[config.mk]
export PLATFORM = sky130hd
export DESIGN_NAME = muldiv_hilo_ctrl_flat
export DESIGN_NICKNAME = d
export VERILOG_FILES = /design/src/rtl/muldiv_hilo_ctrl_if.sv /design/src/rtl/muldiv_hilo_ctrl.sv /design/src/flat_wrapper.sv
export SDC_FILE = /design/constraint.sdc
export NUM_CORES = 1
export LEC_CHECK = 0
export BUFFER_PORTS_ARGS = -buffer_cell sky130_fd_sc_hd__clkbuf_2
export CAP_MARGIN = 20
export CORE_UTILIZATION = 60
export DETAILED_ROUTE_END_ITERATION = 10
export PLACE_DENSITY = 0.84
export SETUP_SLACK_MARGIN = 0.4
export SYNTH_ARGS = -nofsm -noshare
export SYNTH_HDL_FRONTEND = slang
export SYNTH_SLANG_ARGS = --single-unit
[constraint.sdc]
create_clock -name clk -period 12 [get_ports clk]
set_input_delay 2.4 -clock clk [delete_from_list [all_inputs] [get_ports clk]]
set_output_delay 2.4 -clock clk [all_outputs]
set_load 0.01 [all_outputs]
[src/rtl/muldiv_hilo_ctrl_if.sv]
// Request/response bundle between the EX stage and the HI/LO multiply-divide controller.
interface muldiv_hilo_ctrl_if #(
    parameter int WIDTH = 32
);
    logic             start;
    logic [1:0]       op;
    logic [WIDTH-1:0] src_a;
    logic [WIDTH-1:0] src_b;
    logic             mthi;
    logic             mtlo;
    logic [WIDTH-1:0] wdata;
    logic             rd_hilo;
    logic [WIDTH-1:0] hi;
    logic [WIDTH-1:0] lo;
    logic             busy;
    logic             stall;
    logic             done;
    logic             div0;

    modport master (
        output start, op, src_a, src_b, mthi, mtlo, wdata, rd_hilo,
        input  hi, lo, busy, stall, done, div0
    );

    modport slave (
        input  start, op, src_a, src_b, mthi, mtlo, wdata, rd_hilo,
        output hi, lo, busy, stall, done, div0
    );
endinterface

[src/rtl/muldiv_hilo_ctrl.sv]
// HI/LO owner for MULT/MULTU/DIV/DIVU: bit-serial shift-add multiplier and restoring
// divider on operand magnitudes, with sign fixup in a final cycle.
module muldiv_hilo_ctrl #(
    parameter int WIDTH = 32
) (
    input  logic                clk,
    input  logic                reset,
    muldiv_hilo_ctrl_if.slave   bus
);
    localparam logic [1:0] S_IDLE = 2'd0;
    localparam logic [1:0] S_CALC = 2'd1;
    localparam logic [1:0] S_SIGN = 2'd2;

    logic [1:0]         state_q, state_d;
    logic [5:0]         cnt_q, cnt_d;
    logic [WIDTH-1:0]   hi_q, hi_d, lo_q, lo_d;
    logic               done_q, done_d, div0_q, div0_d;

    logic [1:0]         op_q, op_d;
    logic               neg_res_q, neg_res_d, neg_rem_q, neg_rem_d, zero_q, zero_d;
    logic [WIDTH-1:0]   mcand_q, mcand_d, dvsr_q, dvsr_d, orig_a_q, orig_a_d;
    logic [WIDTH-1:0]   rem_q, rem_d, quot_q, quot_d;
    logic [2*WIDTH-1:0] prod_q, prod_d;

    logic               a_neg, b_neg;
    logic [WIDTH:0]     msum, rsh;
    logic [2*WIDTH-1:0] mres;

    function automatic logic [WIDTH-1:0] mag(input logic [WIDTH-1:0] v, input logic is_signed);
        logic signed [WIDTH-1:0] s;
        s = v;
        return (is_signed && s < 0) ? -v : v;
    endfunction

    function automatic logic [WIDTH-1:0] cneg_w(input logic [WIDTH-1:0] v, input logic en);
        return en ? -v : v;
    endfunction

    function automatic logic [2*WIDTH-1:0] cneg_2w(input logic [2*WIDTH-1:0] v, input logic en);
        return en ? -v : v;
    endfunction

    always_comb begin
        state_d   = state_q;
        cnt_d     = cnt_q;
        hi_d      = hi_q;
        lo_d      = lo_q;
        done_d    = 1'b0;
        div0_d    = 1'b0;
        op_d      = op_q;
        neg_res_d = neg_res_q;
        neg_rem_d = neg_rem_q;
        zero_d    = zero_q;
        mcand_d   = mcand_q;
        dvsr_d    = dvsr_q;
        orig_a_d  = orig_a_q;
        rem_d     = rem_q;
        quot_d    = quot_q;
        prod_d    = prod_q;
        a_neg     = bus.op[0] & bus.src_a[WIDTH-1];
        b_neg     = bus.op[0] & bus.src_b[WIDTH-1];
        msum      = {1'b0, prod_q[2*WIDTH-1:WIDTH]} + (prod_q[0] ? {1'b0, mcand_q} : '0);
        rsh       = {rem_q, quot_q[WIDTH-1]};
        mres      = cneg_2w(prod_q, neg_res_q);

        case (state_q)
            S_IDLE: begin
                // MT writes land now even when a new operation is accepted alongside them
                if (bus.mthi) hi_d = bus.wdata;
                if (bus.mtlo) lo_d = bus.wdata;
                if (bus.start) begin
                    op_d      = bus.op;
                    neg_res_d = a_neg ^ b_neg;
                    neg_rem_d = a_neg;
                    zero_d    = bus.op[1] && (bus.src_b == '0);
                    mcand_d   = mag(bus.src_a, bus.op[0]);
                    dvsr_d    = mag(bus.src_b, bus.op[0]);
                    orig_a_d  = bus.src_a;
                    prod_d    = {{WIDTH{1'b0}}, mag(bus.src_b, bus.op[0])};
                    quot_d    = mag(bus.src_a, bus.op[0]);
                    rem_d     = '0;
                    cnt_d     = '0;
                    state_d   = S_CALC;
                end
            end
            S_CALC: begin
                if (op_q[1]) begin
                    quot_d = {quot_q[WIDTH-2:0], 1'b0};
                    rem_d  = rsh[WIDTH-1:0];
                    if (rsh >= {1'b0, dvsr_q}) begin
                        rem_d     = rsh[WIDTH-1:0] - dvsr_q;
                        quot_d[0] = 1'b1;
                    end
                end else begin
                    prod_d = {msum, prod_q[WIDTH-1:1]};
                end
                cnt_d = cnt_q + 6'd1;
                if (cnt_q == 6'(WIDTH - 1)) state_d = S_SIGN;
            end
            S_SIGN: begin
                if (!op_q[1]) begin
                    hi_d = mres[2*WIDTH-1:WIDTH];
                    lo_d = mres[WIDTH-1:0];
                end else if (zero_q) begin
                    hi_d = orig_a_q;
                    lo_d = '1;
                end else begin
                    hi_d = cneg_w(rem_q, neg_rem_q);
                    lo_d = cneg_w(quot_q, neg_res_q);
                end
                done_d  = 1'b1;
                div0_d  = op_q[1] & zero_q;
                state_d = S_IDLE;
            end
            default: state_d = S_IDLE;
        endcase
    end

    always_ff @(posedge clk) begin
        if (reset) begin
            state_q <= S_IDLE;
            cnt_q   <= '0;
            hi_q    <= '0;
            lo_q    <= '0;
            done_q  <= 1'b0;
            div0_q  <= 1'b0;
        end else begin
            state_q <= state_d;
            cnt_q   <= cnt_d;
            hi_q    <= hi_d;
            lo_q    <= lo_d;
            done_q  <= done_d;
            div0_q  <= div0_d;
        end
    end

    // Working registers are always reloaded on start, so they carry no reset
    always_ff @(posedge clk) begin
        op_q      <= op_d;
        neg_res_q <= neg_res_d;
        neg_rem_q <= neg_rem_d;
        zero_q    <= zero_d;
        mcand_q   <= mcand_d;
        dvsr_q    <= dvsr_d;
        orig_a_q  <= orig_a_d;
        rem_q     <= rem_d;
        quot_q    <= quot_d;
        prod_q    <= prod_d;
    end

    assign bus.hi    = hi_q;
    assign bus.lo    = lo_q;
    assign bus.busy  = (state_q != S_IDLE);
    assign bus.stall = bus.busy & (bus.start | bus.mthi | bus.mtlo | bus.rd_hilo);
    assign bus.done  = done_q;
    assign bus.div0  = div0_q;
endmodule

[src/flat_wrapper.sv]
// flat-port wrapper written by rule: the top's interface ports become plain ports
module muldiv_hilo_ctrl_flat 
#(
    parameter int WIDTH = 32
)
  (clk, reset, bus_start, bus_op, bus_src_a, bus_src_b, bus_mthi, bus_mtlo, bus_wdata, bus_rd_hilo, bus_hi, bus_lo, bus_busy, bus_stall, bus_done, bus_div0);
  muldiv_hilo_ctrl_if #(.WIDTH(WIDTH)) bus_i ();
  input  logic clk;
  input  logic reset;
  input wire logic [$bits(bus_i.start)-1:0] bus_start;
  input wire logic [$bits(bus_i.op)-1:0] bus_op;
  input wire logic [$bits(bus_i.src_a)-1:0] bus_src_a;
  input wire logic [$bits(bus_i.src_b)-1:0] bus_src_b;
  input wire logic [$bits(bus_i.mthi)-1:0] bus_mthi;
  input wire logic [$bits(bus_i.mtlo)-1:0] bus_mtlo;
  input wire logic [$bits(bus_i.wdata)-1:0] bus_wdata;
  input wire logic [$bits(bus_i.rd_hilo)-1:0] bus_rd_hilo;
  output wire logic [$bits(bus_i.hi)-1:0] bus_hi;
  output wire logic [$bits(bus_i.lo)-1:0] bus_lo;
  output wire logic [$bits(bus_i.busy)-1:0] bus_busy;
  output wire logic [$bits(bus_i.stall)-1:0] bus_stall;
  output wire logic [$bits(bus_i.done)-1:0] bus_done;
  output wire logic [$bits(bus_i.div0)-1:0] bus_div0;
  assign bus_i.start = bus_start;
  assign bus_i.op = bus_op;
  assign bus_i.src_a = bus_src_a;
  assign bus_i.src_b = bus_src_b;
  assign bus_i.mthi = bus_mthi;
  assign bus_i.mtlo = bus_mtlo;
  assign bus_i.wdata = bus_wdata;
  assign bus_i.rd_hilo = bus_rd_hilo;
  assign bus_hi = bus_i.hi;
  assign bus_lo = bus_i.lo;
  assign bus_busy = bus_i.busy;
  assign bus_stall = bus_i.stall;
  assign bus_done = bus_i.done;
  assign bus_div0 = bus_i.div0;
  muldiv_hilo_ctrl #(.WIDTH(WIDTH)) u_core (.clk(clk), .reset(reset), .bus(bus_i));
endmodule
==> results of run 1 <==
[final cells by class]
type	count	share of cell area [%]
clock inverter	18	0.706
sequential	301	38.1
tap	402	2.31
multi-input combinational	1645	48.5
clock buffer	44	4.51
inverter	69	1.20
timing repair buffer	194	4.72
[logic make-up (layout without fill, tap and decap cells)]
group                    count (synthesis)  count (layout)  share of synthesized area (%)
XOR/XNOR                               231             231                           10.4
AO/OA/AOI/OAI                          531             531                           17.5
multiplexers                            63              63                           3.35
buffers and inverters                  175             325                           3.40
AND/OR/NAND/NOR                        748             748                           17.9
flip-flops                             301             301                           42.7
adder cells (fa/ha/maj)                 72              72                           4.71
[registers in the layout (all words and copies together), names as in the netlist]
register and count:
u_core.dvsr_q 32, u_core.quot_q 32, u_core.bus.lo 32, u_core.prod_q 64, u_core.op_q 1, u_core.orig_a_q 32
u_core.bus.hi 32, u_core.cnt_q 6, u_core.neg_res_q 1, u_core.mcand_q 31, u_core.bus.done 1, u_core.bus.div0 1
u_core.state_q 2, u_core.neg_rem_q 1, u_core.rem_q 32, u_core.zero_q 1
[power groups by stage]
stage	Clock (mW)	Combinational (mW)	Sequential [mW]
final	1.06	0.821	1.37
after global routing	1.10	0.894	1.38
after CTS	1.06	0.799	1.36
after detailed placement	0	0.791	1.39
after global placement	0	0.763	1.38
after floorplan	0	0.573	1.35
[routing by layer]
metal | track usage (%) | vias up
li1 | - | 8007
met3 | 7.06 | 235
met2 | 56.9 | 1378
met5 | 0 | -
met4 | 19.5 | 4
met1 | 48.3 | 8488
[synthesized netlist by cell type (18+ instances only)]
| library cell | instances | area [sq um] |
|---|---|---|
| nor2_1 | 340 | 1280 |
| edfxtp_1 | 227 | 6820 |
| o21ai_0 | 140 | 701 |
| a21oi_1 | 137 | 686 |
| nand2_1 | 126 | 473 |
| xnor2_1 | 124 | 1090 |
| xor2_1 | 107 | 937 |
| clkbuf_1 | 91 | 342 |
| dfxtp_1 | 74 | 1480 |
| ha_1 | 70 | 876 |
| inv_1 | 69 | 259 |
| o31ai_1 | 50 | 375 |
| mux2i_1 | 46 | 460 |
| nor3_1 | 46 | 230 |
| and2_1 | 44 | 275 |
| nand3_1 | 32 | 160 |
| nand2b_1 | 27 | 169 |
| nor4_1 | 26 | 163 |
| or3_1 | 26 | 163 |
| o41ai_1 | 23 | 201 |
| o22ai_1 | 20 | 125 |
| a211oi_1 | 19 | 143 |
| and3_1 | 18 | 113 |
| or4_1 | 18 | 135 |
[final timing paths]
path	depth (start not counted)	end	startpoint
hold / removal	2	u_core.bus.hi[27]	u_core.bus.hi[27]
setup reg to reg	12	u_core.prod_q[63]	u_core.prod_q[0]
hold reg to reg	2	u_core.bus.hi[27]	u_core.bus.hi[27]
setup / recovery	4	bus_stall	bus_start
[worst max-delay path, cell delays in order]
cell,delay (ps)
clkbuf_2,90
nor4_1,260
nor2_1,70
clkbuf_2,130
[per-stage QoR]
stage,setup slack (ps),util (%),cell area (sq um)
floorplan,5900,-,19500
global placement,6630,65.1,20600
detailed placement,6620,65.1,20600
CTS,6650,68.7,21800
global route,6630,68.7,21800
finish,6650,68.7,21800
==> qor.yml, run 1 <==
worst_setup_path:
  criticalPathCategory: "primary input to primary output"
  critPathMaxFanout: 2
  r2r_slack_ps: 7460
  end_kind: "primary output"
  cp.arrival_ps: 2950
  critPathRequiredTime_ps: 9600
  startpoint_type: "primary input"
route:
  top_layer_used: "met5"
  drc: 1
  drt_wl_total_um: 60800
  wire_per_inst_um: 22.7
  met3RoutedLength_um: 7540
  vias: 18100
  drtIter0Drc: 2649
  ant_nets: 0
  wl_met1_um: 22800
  firstDrtPassIters: 10
  via_per_inst: 6.78
  wl_met2_um: 26800
run_status:
  violations: "DRC"
  status: "finished with violations"
placement:
  dp_cells: 2611
  gp_congestion: 1.06
  place_hpwl_um: 43500
  io_buffer_count: 171
cts:
  numCtsBuffers: 34
  cts_resized: 0
  cts_hold_buf: 0
  clk_path_buf_depth: 3
  cts_tree: "done"
  clock_latency_ps: 520
  cts_setup_buffers: 0
  clkSinkCount: 301
  cts_root_buffer: "clkbuf_16"
  clk_pin_slew_ps: 60
  cts_max_level: 2
final_layout:
  syn_to_final_growth_pct: 12.0
  n_antenna_cell: 0
  register_area_sq_um: 8300
  fillers: 2360
  final_common_cell: "nor2_1"
  multi_input_area_sq_um: 10600
  final_net_count: 2421
  finalNonFillerCells: 2673
  drive_gt1_share_pct: 13.0
  layout_common_cells: "338 x nor2_1, 227 x edfxtp_1, 171 x clkbuf_2"
power_and_ir_drop:
  clkPwrFrac_pct: 32.7
  ir_worst_vdd_mv: 0.105
  power_mw: 3.26
  switching_power_mw: 1.06
  power.density_nw_per_um2: 150
  swShare_pct: 32.7
  p_seq_share_pct: 42.1
  p_comb_share_pct: 25.2
  power_leakage_nw: 8.51
  p_int_mw: 2.19
synth:
  synth_cell_types: 74
  ys.flop_type: "edfxtp_1"
  ys_seq_elements: 301
  yosysWarnings: 0
  synth_edf_count: 227
  syn-cell-area_sq_um: 19500
  avgSynthCellArea_sq_um: 9.17
  yosysSeqAreaShare_pct: 42.7
  syn_inst: 2121
  async_flop_share_pct: 0
  synth_nets: 2297
timing:
  final_hold_viol_count: 0
  clock.fmax_mhz: 187
  slew_viol_final: 0
  max-slew-margin-rel_pct: 26.9
  setup_tns_ps: 0
  rsz0062_at_grt: "no"
  worst_hold_slack_ps: 454
  skew_ps: 17.5
  finalCritPeriodShare_pct: 44.5
  worst_pin_slew_ps: 1080
  finalWorstPathRequiredPeriod_ps: 5350
  finalSetupViolations: 0
floorplanning:
  io-pin-count: 172
  initial_core_util_pct: 61.3
  core_area_sq_um: 31700
  die_area_sq_um: 33100
  rows: 65
  die_h_um: 182
  die_w_um: 182
global_route:
  grt_pass1_wl_um: 93500
  first_global_vias: 16900
  gr-total-overflow: 0
  grt_max_degree: 75
  grt_antenna_before_repair: 3
  track_usage_pct: 36.5
hold_path:
  min_path_type: "register to register"
run:
  cap_violations: 0
Power figures use the tool's default switching activity.
==> run 2, diff against run 1 <==
==> constraint.sdc (replaced) <==
create_clock -name clk -period 5.34 [get_ports clk]
set_input_delay 1.068 -clock clk [delete_from_list [all_inputs] [get_ports clk]]
set_output_delay 1.068 -clock clk [all_outputs]
set_load 0.01 [all_outputs]
==> qor.yml, run 2 (synthesis results as in run 1) <==
run_status:
  status: "complete, no violations"
worst_setup_path:
  crit_family: "compound AO/OA/AOI/OAI gates"
  critPathRequiredTime_ps: 5610
  end_kind: "register"
  cp.arrival_ps: 4460
  criticalPathCategory: "register to register"
  slowest_stage: "a311o_1"
  cp_cell_sequence: "buf_4 > and2_1 > ha_1 > fa_1 > a21oi_1 > o211a_1 > a2bb2oi_1 > o211ai_1 > a311o_1 > a31o_2 > a31oi_1 > nor2_1 > o221a_2"
  startpoint_type: "register"
  slowest_delay_ps: 450
  path_buf_inv: 1
  critPathMaxFanout: 32
timing:
  final_hold_viol_count: 0
  skew_ps: 23.2
  rsz0062_at_grt: "no"
  slew_viol_final: 0
  finalWorstPathRequiredPeriod_ps: 4190
  finalCritPeriodShare_pct: 78.4
  max-slew-margin-rel_pct: 24.3
  worst_pin_slew_ps: 1130
  finalSetupViolations: 0
  clock.fmax_mhz: 239
final_layout:
  final_net_count: 2428
  fin_area_sq_um: 21900
  drive_gt1_share_pct: 13.0
  layout_common_cells: "337 x nor2_1, 227 x edfxtp_1, 171 x clkbuf_2"
  utilization_pct: 69.1
  register_area_sq_um: 8300
  syn_to_final_growth_pct: 12.7
  largest_register: "u_core.prod_q"
  n_antenna_cell: 0
  fillers: 2473
  multi_input_area_sq_um: 10600
  final_common_cell: "nor2_1"
  largest_register_ffs: 64
route:
  drc: 0
  via_per_inst: 6.66
  wire_per_inst_um: 23.2
  drt_wl_total_um: 62200
  ant_nets: 0
  drtIter0Drc: 2323
  vias: 17900
  firstDrtPassIters: 8
cts:
  clkSinkCount: 301
  cts_tree: "done"
  clock_latency_ps: 530
  cts_hold_buf: 0
  cts_setup_buffers: 0
  clk_pin_slew_ps: 60
  cts_max_level: 2
  cts_root_buffer: "clkbuf_16"
  numCtsBuffers: 35
  cts_resized: 0
  clk_path_buf_depth: 3
global_route:
  grt_max_degree: 65
  first_global_vias: 16600
  gr-total-overflow: 0
  track_usage_pct: 36.9
  grt_antenna_before_repair: 2
  grt_pass1_wl_um: 93800
power_and_ir_drop:
  power_leakage_nw: 8.57
  ir_worst_vdd_mv: 0.243
  power_mw: 7.52
  power.density_nw_per_um2: 343
floorplanning:
  io-pin-count: 172
  die_w_um: 182
  rows: 65
  die_area_sq_um: 33100
  die_h_um: 182
  initial_core_util_pct: 61.3
  core_area_sq_um: 31700
placement:
  dpl-instance-area_sq_um: 20700
  io_buffer_count: 171
  gp_congestion: 0.963
  place_hpwl_um: 45800
run:
  cap_violations: 0
hold_path:
  min_path_type: "register to register"
==> run 2: cell count changes in the layout (fill, tap and decap cells not counted), moves of 2 or more <==
cell	delta
buf_4	+5
bufinv_16	+5
clkbuf_1	+5
clkbuf_8	-3
clkinv_1	+3
clkinv_2	-3
clkinv_4	-3
clkinvlp_4	-2
==> run 2: stage by stage <==
| stage | hold slack [ps] | setup TNS (ps) | std cells | setup WS, ps |
|---|---|---|---|---|
| global route | 482 | 0 | 2680 | 923 |
| CTS | 455 | 0 | 2679 | 1230 |
| detailed placement | 448 | 0 | 2616 | 1250 |
| global placement | 442 | 0 | 2616 | 1360 |
| floorplan | 460 | -97540 | 2121 | -762 |
| finish | 457 | 0 | 2680 | 1150 |
==> run 2: layout make-up <==
cell class                 count  share of cell area [%]
clock inverter                17                    1.15
tap                          402                    2.30
sequential                   301                    37.9
inverter                      69                    1.19
clock buffer                  46                    4.38
timing repair buffer         200                    4.93
multi-input combinational   1645                    48.2
==> run 2: worst paths after layout <==
kind / startpoint / endpoint / slack [ps] / cells past startpoint
hold / removal: u_core.bus.hi[27] / u_core.bus.hi[27] / 460 / 2
hold reg to reg: u_core.bus.hi[27] / u_core.bus.hi[27] / 460 / 2
setup / recovery: u_core.prod_q[0] / u_core.prod_q[63] / 1150 / 13
setup reg to reg: u_core.prod_q[0] / u_core.prod_q[63] / 1150 / 13
==> run 2: power breakdown <==
part | total [mW] | switching, mW | internal (mW)
sequential | 3.06 | 0.245 | 2.81
clock | 2.57 | 0.972 | 1.60
combinational | 1.88 | 1.16 | 0.720
total | 7.52 | 2.38 | 5.14
==> run 2: routing by layer <==
layer  vias to the layer above  share of wire, %  wire length [um]  GRT usage, %
met4                         2               6.1              3770          20.9
li1                       8010                 -                 -             -
met5                         -             0.023                14             0
met1                      8433                38             23800          47.9
met2                      1187                44             27400          57.3
met3                       227                12              7220          7.94
==> run 2: worst register-to-register path, delay by kind of cell, from the launching register on <==
family,cells,cell delay [ps]
compound gates,8,2390
fa+ha+maj,2,610
buf+inv,1,250
flops,1,420
simple gates,2,270
